[src/rtl/wb_cmd_master.sv]
`default_nettype none
// ============================================================================
//  Module      : wb_cmd_master
//  Description : Single-beat Wishbone classic initiator. Commands arrive on a
//                valid/ready port and become one read or write cycle. The read
//                data, or an error flag on abort, is returned on a
//                valid/ready response port.
//                Optional build macro WBM_TIMEOUT_EN aborts a cycle that is
//                not acknowledged within TIMEOUT bus cycles.
//  Revision    : 1.0 - initial release
// ============================================================================
module wb_cmd_master #(
    parameter int AW      = 32,
    parameter int DW      = 32,
    parameter int TIMEOUT = 255
) (
    input  logic            wb_clk_i,
    input  logic            wb_rst_n_i,
    // command port
    input  logic            cmd_valid,
    output logic            cmd_ready,
    input  logic            cmd_we,
    input  logic [DW/8-1:0] cmd_sel,
    input  logic [AW-1:0]   cmd_adr,
    input  logic [DW-1:0]   cmd_dat,
    // response port
    output logic            rsp_valid,
    input  logic            rsp_ready,
    output logic [DW-1:0]   rsp_dat,
    output logic            rsp_err,
    // Wishbone master port
    output logic            wbm_cyc_o,
    output logic            wbm_stb_o,
    output logic            wbm_we_o,
    output logic [DW/8-1:0] wbm_sel_o,
    output logic [AW-1:0]   wbm_adr_o,
    output logic [DW-1:0]   wbm_dat_o,
    input  logic            wbm_ack_i,
    input  logic [DW-1:0]   wbm_dat_i
);

    localparam int c_SW = DW / 8;

    typedef enum logic [1:0] {
        S_IDLE = 2'd0,
        S_BUS  = 2'd1,
        S_RESP = 2'd2
    } state_t;

    state_t          r_state,     w_state_nxt;
    logic            r_cmd_ready, w_cmd_ready_nxt;
    logic            r_cyc,       w_cyc_nxt;
    logic            r_we,        w_we_nxt;
    logic [c_SW-1:0] r_sel,       w_sel_nxt;
    logic [AW-1:0]   r_adr,       w_adr_nxt;
    logic [DW-1:0]   r_dat_o,     w_dat_o_nxt;
    logic            r_rsp_valid, w_rsp_valid_nxt;
    logic [DW-1:0]   r_rsp_dat,   w_rsp_dat_nxt;
    logic            r_rsp_err,   w_rsp_err_nxt;

`ifdef WBM_TIMEOUT_EN
    localparam int c_CW = $clog2(TIMEOUT + 1);

    logic [c_CW-1:0] r_to_cnt, w_to_cnt_nxt;
    logic            w_to_hit;

    // Last waiting cycle: the abort happens on this edge unless ack arrives.
    assign w_to_hit = (r_to_cnt == c_CW'(TIMEOUT - 1));
`endif

    // Next-state and next-output decode; every register holds by default.
    always_comb begin
        w_state_nxt     = r_state;
        w_cyc_nxt       = r_cyc;
        w_we_nxt        = r_we;
        w_sel_nxt       = r_sel;
        w_adr_nxt       = r_adr;
        w_dat_o_nxt     = r_dat_o;
        w_rsp_valid_nxt = r_rsp_valid;
        w_rsp_dat_nxt   = r_rsp_dat;
        w_rsp_err_nxt   = r_rsp_err;
`ifdef WBM_TIMEOUT_EN
        w_to_cnt_nxt    = r_to_cnt;
`endif
        case (r_state)
            S_IDLE: begin
                if (cmd_valid) begin
                    w_we_nxt    = cmd_we;
                    w_sel_nxt   = cmd_sel;
                    w_adr_nxt   = cmd_adr;
                    w_dat_o_nxt = cmd_dat;
                    w_cyc_nxt   = 1'b1;
                    w_state_nxt = S_BUS;
`ifdef WBM_TIMEOUT_EN
                    w_to_cnt_nxt = '0;
`endif
                end
            end
            S_BUS: begin
                // Ack is checked first so that it wins over a same-cycle timeout.
                if (wbm_ack_i) begin
                    w_rsp_dat_nxt   = r_we ? '0 : wbm_dat_i;
                    w_rsp_err_nxt   = 1'b0;
                    w_rsp_valid_nxt = 1'b1;
                    w_cyc_nxt       = 1'b0;
                    w_state_nxt     = S_RESP;
                end
`ifdef WBM_TIMEOUT_EN
                else if (w_to_hit) begin
                    w_rsp_dat_nxt   = '0;
                    w_rsp_err_nxt   = 1'b1;
                    w_rsp_valid_nxt = 1'b1;
                    w_cyc_nxt       = 1'b0;
                    w_state_nxt     = S_RESP;
                end else begin
                    w_to_cnt_nxt = r_to_cnt + 1'b1;
                end
`endif
            end
            S_RESP: begin
                if (rsp_ready) begin
                    w_rsp_valid_nxt = 1'b0;
                    w_state_nxt     = S_IDLE;
                end
            end
            default: begin
                w_cyc_nxt       = 1'b0;
                w_rsp_valid_nxt = 1'b0;
                w_state_nxt     = S_IDLE;
            end
        endcase
        // cmd_ready is registered from the decoded next state to stay glitch-free.
        w_cmd_ready_nxt = (w_state_nxt == S_IDLE);
    end

    // State and output registers; reset asserts asynchronously, so cyc/stb
    // drop immediately and any in-flight command is abandoned.
    always_ff @(posedge wb_clk_i or negedge wb_rst_n_i) begin
        if (!wb_rst_n_i) begin
            r_state     <= S_IDLE;
            r_cmd_ready <= 1'b1;
            r_cyc       <= 1'b0;
            r_we        <= 1'b0;
            r_sel       <= '0;
            r_adr       <= '0;
            r_dat_o     <= '0;
            r_rsp_valid <= 1'b0;
            r_rsp_dat   <= '0;
            r_rsp_err   <= 1'b0;
`ifdef WBM_TIMEOUT_EN
            r_to_cnt    <= '0;
`endif
        end else begin
            r_state     <= w_state_nxt;
            r_cmd_ready <= w_cmd_ready_nxt;
            r_cyc       <= w_cyc_nxt;
            r_we        <= w_we_nxt;
            r_sel       <= w_sel_nxt;
            r_adr       <= w_adr_nxt;
            r_dat_o     <= w_dat_o_nxt;
            r_rsp_valid <= w_rsp_valid_nxt;
            r_rsp_dat   <= w_rsp_dat_nxt;
            r_rsp_err   <= w_rsp_err_nxt;
`ifdef WBM_TIMEOUT_EN
            r_to_cnt    <= w_to_cnt_nxt;
`endif
        end
    end

    assign cmd_ready = r_cmd_ready;
    assign rsp_valid = r_rsp_valid;
    assign rsp_dat   = r_rsp_dat;
    assign rsp_err   = r_rsp_err;
    assign wbm_cyc_o = r_cyc;
    assign wbm_stb_o = r_cyc;
    assign wbm_we_o  = r_we;
    assign wbm_sel_o = r_sel;
    assign wbm_adr_o = r_adr;
    assign wbm_dat_o = r_dat_o;

endmodule
`default_nettype wire

[config.mk]
export PLATFORM = sky130hd
export DESIGN_NAME = wb_cmd_master
export DESIGN_NICKNAME = d
export VERILOG_FILES = /design/src/rtl/wb_cmd_master.sv
export SDC_FILE = /design/constraint.sdc
export NUM_CORES = 1
export LEC_CHECK = 0
export CAP_MARGIN = 20
export CORE_ASPECT_RATIO = 0.9
export CORE_MARGIN = 4
export CORE_UTILIZATION = 44
export CTS_BUF_LIST = sky130_fd_sc_hd__clkbuf_2 sky130_fd_sc_hd__clkbuf_4 sky130_fd_sc_hd__clkbuf_8
export DETAILED_ROUTE_END_ITERATION = 12
export PLACE_DENSITY = 0.88
export SETUP_SLACK_MARGIN = 0.05
export SYNTH_ARGS = -nofsm -noshare
export SYNTH_HDL_FRONTEND = slang
export SYNTH_SLANG_ARGS = --single-unit
[constraint.sdc]
create_clock -name wb_clk_i -period 2.52 [get_ports wb_clk_i]
set_clock_uncertainty 0.2 [all_clocks]
set_input_delay 0.504 -clock wb_clk_i [delete_from_list [all_inputs] [get_ports wb_clk_i]]
set_output_delay 0.504 -clock wb_clk_i [all_outputs]
set_load 0.02 [all_outputs]
==> results.ini, run 1 <==
[logic_synthesis]
synth_ff_type=dfrtp_1
avgSynthCellArea_um2=13.39
synth_top_area_share_pct=63.52
yosys_warnings=0
yosys-top-cells-count=105 x dfrtp_1, 59 x mux2_2, 35 x nand2_1, 35 x o21ai_0, 32 x nand2b_1
synth_most_common_cell=dfrtp_1
ys_seq_area_share_pct=64.16
synth_cell_type_count=21
ys_ff_latch=106
synthesis.nets=415
synth_edf_count=0
async_flop_share_pct=100.0
synth_cells=309
synth.cell_area_um2=4136
yosys.area.top_type=dfrtp_1
netlist_top_cells_area=dfrtp_1 64%, mux2_2 16%, nand2b_1 4.8%

[critical_path]
crit_path_max_fanout=1
worstReg2RegEnd=wbm_adr_o[14]
arrival_ns=1.49
critical_path_class=reg2out
required_ns=1.82
start_kind=flip-flop
critical-path-slowest-cell=clkdlybuf4s50_1
cp_top_family=buffers and inverters
worstReg2RegStart=r_state[0]
ff2ff_path_depth=3
worstSetupEndpointType=output pin
r2r_slack_ns=0.73
cpPeakStageDelay_ns=0.62
cp_num_buf_inv=1
crit_chain=clkdlybuf4s50_1

[sta]
setup-violations-final=0
period_share_pct=86.94
rsz0062_at_grt=false
worst_slew_pin_slew_ns=0.5343
slew_headroom_pct=64.38
setup_tns_ns=0
period_minus_slack_ns=2.191
setup_slack_ns=0.3292
hold_viol=0
timing.final.max_slew_violations=0
fmax_mhz=456.5

[grt]
overflow=0
grt_usage_pct=18.99
antenna_found_initial=0
grt_pass1_wl_um=16320
grt_max_degree=66
grt_pass1_vias=3287

[min_path]
hp-start=rsp_dat[25]
hold_path_depth=2
min_to=rsp_dat[25]
hp-class=reg2reg

[power]
power_density_nw_per_um2=1233
p_leak_nw=2.738
peakVddDrop_mv=0.7886

[drt]
top_layer_used=met4
drc=0
final_antenna_net_count=0
wl_met1_um=3852
via_count=3012
met2_wirelength_um=5246
wl_per_cell_um=16.04
viasPerCell=4.670
finalWirelength_um=10350
wl_met3_um=1154
drt_iter0_markers=56
drtPass1Iterations=4

[clock_tree]
clock_latency_ns=0.34
cts_buffers=9
htreeDepth=3
root_buffer=clkbuf_8
tritoncts=built
cts_buffer_depth=2
cts_sinks=106
post_cts_buffers=0
clkTransAtPathRegs_ns=0.10

[cells_and_area]
diodes=0
drive_gt1_share_pct=16.25
finalCoreUtilization_pct=72.18
area_growth_pct=59.23
nNetsFinal=624
stdcell_count=645

[floorplanning]
fp.dieW_um=110.2
core_um2=9125
rows=33
start_util_pct=45.33
die_h_um=99.99
num_io_pins=212
dieArea_um2=11020

[placed_design]
hpwl_um=8086
port_buffers=210
place_ws_ns=0.1985
placed_cells=628
finalWeightedCongestion=0.7637

[outcome]
status=complete, no violations

[run]
drv_cap=0

[repair_timing]
action | in CTS | in global routing
hold buffers | 1 | 0
gates resized for setup | 0 | 0
endpoints found under the hold margin | 38 | 0
[tightest hold or removal path, cell delays in order, from the launching register on]
cell	delay (ns)
dfrtp_1	0.35
nand2_1	0.05
o21ai_0	0.06
[sequential cells by signal, summed over array words and instances, names as in the netlist]
signal and cells:
wbm_dat_o 32, r_state 2, cmd_ready 1, wbm_adr_o 32, wbm_sel_o 4, rsp_valid 1
wbm_cyc_o 1, rsp_dat 32, wbm_we_o 1
[final cells by class]
type	instances	area [um2]
fillers	629	2539
clock inverters	6	70.07
well taps	122	152.6
multi-input cells	181	1353
repair buffers	218	2212
clock buffers	10	137.6
flip-flops and latches	106	2654
inverters	2	7.507
[per-layer routing]
layer | GRT usage (%) | vias up
li1 | - | 1449
met1 | 21.77 | 1426
met2 | 33.12 | 129
met3 | 7.588 | 8
met4 | 4.735 | 0
met5 | 0 | -
[power breakdown]
group	total [mW]	switching [mW]	leakage, nW	internal, mW
registers	2.94	0.436	1.28	2.51
logic	4.10	1.95	1.35	2.15
clock network	1.07	0.574	0.108	0.499
total	8.12	2.96	2.74	5.15
[kinds of logic after synthesis]
| kind of cell | count (synthesis) | synth area share (%) |
|---|---|---|
| mux | 70 | 19.03 |
| compound gates | 37 | 4.477 |
| buf+inv | 22 | 3.146 |
| flops | 106 | 64.16 |
| other cells | 1 | 0.09066 |
| simple gates | 73 | 9.105 |
[stage by stage]
| step | hold WS (ns) | instance area, um2 | power (mW) |
|---|---|---|---|
| floorplan | 0.008409 | 4136 | 4.963 |
| global placement | 0.2603 | 6369 | 6.995 |
| CTS | 0.2926 | 6586 | 8.233 |
| global route | 0.3149 | 6586 | 8.622 |
| detailed placement | 0.2698 | 6369 | 7.143 |
| finish | 0.2878 | 6586 | 8.119 |
[how the worst max path moves through the flow]
stage / startpoint / to / cells after the start
6_report: cmd_ready / cmd_ready / 1
5_1_grt: cmd_ready / cmd_ready / 1
4_1_cts: cmd_ready / cmd_ready / 1
3_5_place_dp: cmd_valid / wbm_adr_o[6] / 4
3_3_place_gp: cmd_valid / wbm_adr_o[14] / 4
2_1_floorplan: r_state[0] / wbm_adr_o[10] / 5
[layout by cell type (no fill, tap or decap), types with 2 or more instances in the layout]
cell type and instances:
a21oi_1 2, buf_12 4, buf_4 4, clkbuf_8 10, clkdlybuf4s50_1 209, dfrtp_1 105, inv_1 2, inv_6 3
mux2_1 10, mux2_2 59, nand2_1 35, nand2b_1 32, nor2_1 2, o21ai_0 35
Note: power is estimated with default switching activity, not from simulation.
==> run 2, diff against run 1 <==
--- a/config.mk
+++ b/config.mk
@@ -5,7 +5,6 @@
 export SDC_FILE = /design/constraint.sdc
 export NUM_CORES = 1
 export LEC_CHECK = 0
-export CAP_MARGIN = 20
 export CORE_ASPECT_RATIO = 0.9
 export CORE_MARGIN = 4
 export CORE_UTILIZATION = 44
==> results of run 2 <==
The final DEF is identical to that of run 1; final timing and power are the same.
